File: src/rtl/comb_dly.sv
// comb_dly: d-deep, n-wide shift register holding the previously kept samples.
// The oldest entry (d takes ago) is presented on dout.
module comb_dly #(
  parameter int unsigned n = 9,
  parameter int unsigned d = 1
) (
  input  logic         clk,
  input  logic         clr_n,
  input  logic         shift,
  input  logic [n-1:0] din,
  output logic [n-1:0] dout
);

  logic [n-1:0] dly [d];

  // Delay line: clears asynchronously, shifts one place on each kept sample
  always_ff @(posedge clk or negedge clr_n) begin
    if (!clr_n) begin
      for (int k = 0; k < int'(d); k++) dly[k] <= '0;
    end else if (shift) begin
      dly[0] <= din;
      for (int k = 1; k < int'(d); k++) dly[k] <= dly[k-1];
    end
  end

  assign dout = dly[d-1];

endmodule

File: src/rtl/comb_decimator.sv
// comb_decimator: CIC comb and rate-reduction stage fed by an integrator.
// Keeps every r-th enabled sample and outputs its difference to the sample
// kept d decimation periods earlier, scaled down to m bits.
// Build option: COMB_DECIMATOR_ROUND_EN selects round-half-up instead of
// floor when m < n.
module comb_decimator #(
  parameter int unsigned n = 9,
  parameter int unsigned m = 9,
  parameter int unsigned r = 4,
  parameter int unsigned d = 1
) (
  input  logic                clk,
  input  logic                clr_n,
  input  logic                en,
  input  logic                sync,
  input  logic signed [n-1:0] in,
  output logic signed [m-1:0] out,
  output logic                out_stb
);

  localparam int unsigned sh   = n - m;
  localparam int unsigned cw   = (r > 1) ? $clog2(r) : 1;
  localparam logic [cw-1:0] last_cnt = cw'(r - 1);
`ifdef COMB_DECIMATOR_ROUND_EN
  localparam int unsigned shm1 = (sh > 0) ? sh - 1 : 0;
  localparam logic signed [n-1:0] half = (sh > 0) ? (n'(1) << shm1) : '0;
`endif

  logic [cw-1:0]       cnt;
  logic [cw-1:0]       cnt_nxt;
  logic                take_c;
  logic signed [n-1:0] tail;
  logic signed [n-1:0] diff_c;
  logic signed [n-1:0] adj_c;
  logic signed [m-1:0] out_nxt;

  comb_dly #(
    .n (n),
    .d (d)
  ) u_dly (
    .clk   (clk),
    .clr_n (clr_n),
    .shift (take_c),
    .din   (in),
    .dout  (tail)
  );

  // Take decision, phase advance, wrapping difference and output scaling
  always_comb begin
    take_c  = en && (sync || (cnt == last_cnt));
    cnt_nxt = cnt;
    if (take_c || sync) cnt_nxt = '0;
    else if (en)        cnt_nxt = cnt + cw'(1);
    diff_c  = in - tail;
`ifdef COMB_DECIMATOR_ROUND_EN
    adj_c   = diff_c + half;
`else
    adj_c   = diff_c;
`endif
    out_nxt = take_c ? m'(adj_c >>> sh) : out;
  end

  // Phase counter and registered outputs
  always_ff @(posedge clk or negedge clr_n) begin
    if (!clr_n) begin
      cnt     <= '0;
      out     <= '0;
      out_stb <= 1'b0;
    end else begin
      cnt     <= cnt_nxt;
      out     <= out_nxt;
      out_stb <= take_c;
    end
  end

endmodule

File: config.mk
export PLATFORM = sky130hd
export DESIGN_NAME = comb_decimator
export DESIGN_NICKNAME = d
export VERILOG_FILES = /design/src/rtl/comb_dly.sv /design/src/rtl/comb_decimator.sv
export SDC_FILE = /design/constraint.sdc
export NUM_CORES = 1
export LEC_CHECK = 0
export BUFFER_PORTS_ARGS = -buffer_cell sky130_fd_sc_hd__buf_2
export CAP_MARGIN = 5
export CORE_MARGIN = 5
export CORE_UTILIZATION = 45
export CTS_BUF_LIST = sky130_fd_sc_hd__clkbuf_16
export DETAILED_ROUTE_END_ITERATION = 8
export PLACE_DENSITY = 0.67
export SYNTH_ARGS = -nofsm -noshare
export SYNTH_HDL_FRONTEND = slang
export SYNTH_HIERARCHICAL = 1
export SYNTH_SLANG_ARGS = --single-unit
File: constraint.sdc
create_clock -name clk -period 3.2 [get_ports clk]
set_input_delay 0.16 -clock clk [delete_from_list [all_inputs] [get_ports clk]]
set_output_delay 0.16 -clock clk [all_outputs]
set_load 0.05 [all_outputs]
==> metrics, run 1 <==
status finished, final reports clean; largest net degree at the start of global routing 22; Comb power frac 0.390; Achievable Freq ~550 MHz; Setup TNS 0 ns; die height 61.7 µm; Worst Max-Slew Pin Slew between 0.4 and 0.5 ns; Mapped Avg Cell Area roughly 11 µm²; Net Sw Power approximately 0.39 mW; htree depth 1; Avg WL per Cell approximately 14 µm; top cells by area, synth dfrtp_1, mux2_4, ha_1; final hold slack about 0.087 ns; clock root buffer clkbuf_16; Slew HR 0.690; Total Nets Final about 160; Mapped Area 1200 µm²; arrival time of the worst setup path 2.01 ns; DRT antenna net count 0; die span in x approximately 62 µm; Post-Route Skew slightly above 0.005 ns; number of I/O pins 23; Pwr Density approximately 710 nW/µm²; max-slew violations 0; final wirelength between 2000 and 2500 µm; port buffer count 22; Synth top area share 0.437; VDD IR max around 0.00047 V; Mapped Cells between 100 and 150; TritonCTS clock tree yes; final setup vio count 0; layout cell share with drive strength beyond 1 0.346; Clk pwr share 0.264; TritonRoute pass-1 iters 4; core area about 2500 µm²; Net Sw Frac 0.380; clock sinks 21; sequential share of power 0.345; Tmin final about 1.8 ns; Initial Util 0.477; syn_nets 130; critical path startpoint category flip-flop; GPL Wtd Cong between 0.7 and 0.8; RSZ-0062 raised after global routing false; gr usage total 0.140; CP Capture Type flip-flop; CTS Buf Count 3; WS Path Type reg2reg; Antenna Cells 0; Placement Rows 18; Worst Path Max Fanout 3; clk_lat worst skew 0.26 ns; Die ar. between 3000 and 4000 µm²; Syn-to-layout area delta 19.2%; flops & latches, synth 21; Via Count just over 800; CP Data Required Time 3.39 ns; Seq/Total Area, Yosys 0.437; antenna violations before repair 0; Reg clk slew, reported paths about 0.060 ns; fin crit share 0.569; # DRC 0; LEAKAGE 0.729 nW; post-cts resize count 0; # fillers 220; vias in the first global route around 870; hpwl dp between 1500 and 2000 µm; Hold Fails Final Rpt 0; Yosys cell types 30; Via density just over 5; Clock Path Buffers 2; total of warnings raised by yosys 6; worst min-delay path class in2reg; first-pass GRT wire length 3920 µm; DRT iter0 DRCs 10; biggest area consumer among synthesized cells dfrtp_1; internal power 0.629 mW; max cap viols 0; gr ovfl total 0
-- layer usage --
| metal | share of wire | global-route usage | wire length [µm] |
|---|---|---|---|
| met5 | 0 | 0 | 0 |
| met4 | 0.017 | 0.0545 | 38 |
| met3 | 0.045 | 0.0248 | 101 |
| met2 | 0.48 | 0.239 | 1080 |
| met1 | 0.45 | 0.177 | 1020 |
-- final timing paths --
kind / end / slack, ns / cells after the start / from
setup / recovery: out[6] / 1.38 / 7 / u_dly/dout[0]
hold / removal: cnt[1] / 0.09 / 2 / sync
setup reg to reg: out[6] / 1.38 / 7 / u_dly/dout[0]
hold reg to reg: out[3] / 0.48 / 2 / out[3]
max in group asynchronous: u_dly/dout[3] / 2.49 / 2 / clr_n
min in group asynchronous: out_stb / 0.39 / 2 / clr_n
-- critical path, stage by stage, from the launching register on --
cell      delay (ns)
dfrtp_1         0.38
ha_1            0.21
fa_1            0.39
nand2b_1        0.17
a21oi_2         0.21
a31oi_1         0.12
xor2_1          0.15
o21ai_1         0.12
-- metrics by stage --
stage,std cells,power [mW],cell area [µm²],util,setup WS [ns]
finish,163,1.01,1440,0.569,1.38
global route,163,1.08,1440,0.569,1.23
CTS,163,1.03,1440,0.569,1.37
detailed placement,158,0.753,1340,0.532,1.40
global placement,158,0.744,1340,0.532,1.43
floorplan,107,0.661,1200,-,1.49
-- state kept, by name, indices dropped and copies added (netlist names) --
register	cells
u_dly/dout	9
out	9
out_stb	1
cnt	2
-- cells in the final DEF (no fill, tap or decap), types with 3 or more instances in the layout --
cell and count:
clkbuf_16 3, ha_1 9, a21oi_2 3, nor2_1 4
nand2_1 10, inv_1 9, mux2_4 9, buf_2 22
o21a_1 4, dfrtp_1 21, o21ai_1 8, nand2b_1 3
xor2_1 3
-- cell usage after synthesis, drive strengths merged --
cell type / n
a21o: 2
xnor2: 2
xor2: 4
o21a: 4
a31oi: 1
a211oi: 1
a31o: 1
nor2: 4
a211o: 1
nor3: 2
nand3b: 1
o31ai: 2
a21oi: 5
mux2: 9
nand2b: 3
buf: 2
nand2: 10
dfrtp: 21
ha: 9
fa: 1
o32ai: 1
and4: 1
o21ai: 9
inv: 11
-- cell families after synthesis --
group | count (synthesis) | share of synthesized area
compound gates | 27 | 0.161
simple gates | 21 | 0.0821
flops | 21 | 0.437
buf+inv | 13 | 0.0478
fa+ha+maj | 10 | 0.110
mux | 9 | 0.112
xor+xnor | 6 | 0.0499
-- repair_timing --
item                                   CTS  global route
setup buffers                            0             0
endpoints found under the hold margin   21             0
hold buffers                             1             0
setup endpoints to repair                0             0
-- area by class of cell --
cell class / count / area (µm²) / share of cell area
multi-input cells: 73 / 621 / 0.432
flip-flops and latches: 21 / 526 / 0.366
repair buffers: 24 / 128 / 0.0889
clock buffers: 3 / 75.1 / 0.0523
inverters: 11 / 41.3 / 0.0288
well taps: 30 / 37.5 / 0.0262
clock inverters: 1 / 7.51 / 0.00523
-- power groups by stage --
stage | Sequential [mW] | Clock [mW] | Combinational (mW)
6_report | 0.350 | 0.268 | 0.396
5_1_grt | 0.358 | 0.288 | 0.435
4_1_cts | 0.351 | 0.275 | 0.401
3_5_place_dp | 0.356 | 0 | 0.398
3_3_place_gp | 0.352 | 0 | 0.392
2_1_floorplan | 0.476 | 0 | 0.186
No activity file was read; power rests on OpenSTA's default activity.
==> run 2, diff against run 1 <==
Settings changed: ABC_AREA from default to 1, PLACE_DENSITY 0.67 to 0.69.
Clock period 3.2 ns to 1.6 ns, I/O delays scaled along.
==> run 2 against run 1 <==
Net effect: the flow now finishes with violations (setup timing); sequential cell count did not move; total power up 94%; sequential share of layout area down 2.0 points; routed wire length grew 18%.
==> metrics, run 2 <==
number of I/O pins 23; port buffer count 22; antenna violations before repair 0; Post-synth EDFFs 0; Reg clk slew, reported paths roughly 0.060 ns; arrival time of the worst setup path 1.78 ns; Via density approximately 4.8; GRT Max-Usage Layer met2; Avg WL per Cell ~12 µm; DRT antenna net count 0; largest net degree at the start of global routing 22; Slew HR 0.679; Tmin final 1.63 ns; CP Data Required Time between 1.5 and 2 ns; Worst Path Max Fanout 3; Mapped Area 1260 µm²; syn_nets 187; worst path cell trace ha_2 > fa_2 > inv_2 > nand2_2 > nand2_2 > nand3b_1 > nand2_1 > nand2_1 > nand3_1 > nand2_1; clock sinks 21; design area approximately 1500 µm²; Mapped Avg Cell Area between 7 and 8 µm²; crit-path max cell delay 0.38 ns; TritonCTS clock tree yes; met3 Track Usage GR 0.0324; htree depth 1; Mapped Cells around 160; # fillers between 200 and 300; GPL Wtd Cong slightly above 0.8; commonest non-fill, non-tap cell in the layout nand2_1; Post-synth ARST share 1.00; most common cell in the netlist nand2_1; LEAKAGE between 0.8 and 0.9 nW; DRT iter0 DRCs 46; Achievable Freq 614 MHz; Seq/Total Area, Yosys 0.417; Synth top area share 0.417; hpwl dp 1880 µm; flops & latches, synth 21; Worst Max-Slew Pin Slew ~0.48 ns; Clock Path Buffers 2; first-pass GRT wire length 4520 µm; CTS Buf Count 3; max-slew violations 0; WS Path Type reg2reg; die height between 60 and 70 µm; leading cell types in the layout, fill and taps excluded nand2_1, inv_1, buf_2; Die ar. about 4000 µm²; clock root buffer clkbuf_16; biggest area consumer among synthesized cells dfrtp_1; # DRC 0; clk_lat worst skew approximately 0.26 ns; Placement Rows 19; most used flip-flop cell after synthesis dfrtp_1; fin crit share 1.02; VDD IR max 0.000786 V; Hold Fails Final Rpt 0; RSZ-0062 raised after global routing true; gr usage total 0.140; Yosys cell types 19; CP max stage cell dfrtp_1; gr ovfl total 0; CP Capture Type flip-flop; total of warnings raised by yosys 6; final wirelength approximately 2600 µm; status finished, violations left; met2 usage 0.242; top cells by area, synth dfrtp_1, nand2_1, ha_1; critical path startpoint category flip-flop; Post-DP Area ~1400 µm²; Most common cell on crit path nand2_1; core area 2710 µm²; vias in the first global route 1097; Antenna Cells 0; worst setup margin -0.0274 ns; Syn-to-layout area delta 20.8%; TritonRoute pass-1 iters 4; Post-Route Skew 0.00115 ns; max cap viols 0; met1 usage 0.156; final setup vio count 1; Total Nets Final 216; layout cell share with drive strength beyond 1 0.240; Initial Util 0.464; Pwr Density around 1300 nW/µm²; Via Count around 1100; die span in x about 63 µm; failing checks setup timing; most frequent cells after synthesis nand2_1, inv_1, dfrtp_1; Layout Utilization 0.561; worst min-delay path class in2reg
-- run 2: cell type report --
cell class	instances	area [µm²]	area share
Clock buffer	3	75.1	0.0494
Sequential cell	21	526	0.346
Inverter	29	111	0.0733
Tap cell	31	38.8	0.0255
Timing Repair Buffer	26	143	0.0938
Multi-Input combinational cell	112	622	0.409
Clock inverter	1	5.00	0.00329
-- run 2: worst paths after layout --
check / startpoint / to / slack, ns / cells after the start
worst max-delay path: u_dly/dout[0] / out[6] / -0.03 / 10
worst min-delay path: in[6] / u_dly/dout[6] / 0.04 / 3
worst max register to register: u_dly/dout[0] / out[6] / -0.03 / 10
worst min register to register: u_dly/dout[6] / u_dly/dout[6] / 0.47 / 2
max in group asynchronous: clr_n / out[5] / 0.96 / 2
min in group asynchronous: clr_n / u_dly/dout[2] / 0.31 / 2
-- run 2: cells by family after synthesis --
kind of cell               Yosys count  share of synthesized area
AOI/OAI and AO/OA                   10                     0.0577
xor gates and xnor gates             4                     0.0278
adders and majority gates           10                      0.105
buffers and inverters               31                      0.106
DFF                                 21                      0.417
and+or+nand+nor                     88                      0.285
-- run 2: per-layer routing --
layer / part of all wire / wire, µm
met5: 0 / 0
met3: 0.052 / 138
met2: 0.49 / 1290
met4: 0.028 / 75
met1: 0.43 / 1140
-- run 2: timing repair --
action,4_1_cts,5_1_grt
hold endpoints to repair,21,0
endpoints found under the setup margin,2,2
gates resized for setup,3,5
setup buffers,0,1
pin swaps,0,2
hold buffers,1,0
-- run 2: critical path, delay by kind of cell (launching register included) --
family / cells / cell delay [ns]
adders and majority gates: 2 / 0.55
buffers and inverters: 1 / 0.07
DFF: 1 / 0.38
and+or+nand+nor: 7 / 0.53
-- run 2: stage by stage --
stage	cells	worst slack (ns)	total power, mW	hold WS [ns]	TNS, ns
6_report	223	-0.0274	1.97	0.0416	-0.0274
2_1_floorplan	164	0.0791	1.24	-0.216	0
3_3_place_gp	217	0.0372	1.39	0.0582	0
3_5_place_dp	217	-0.00408	1.41	0.0656	-0.00408
4_1_cts	222	0.0274	1.97	0.0404	0
5_1_grt	223	-0.0917	2.09	0.0572	-0.159
-- run 2: where the power goes --
group          switching [mW]  total, mW  internal [mW]
clock                   0.204      0.540          0.336
sequential             0.0534      0.682          0.629
combinational           0.520      0.747          0.227
total                   0.777       1.97           1.19
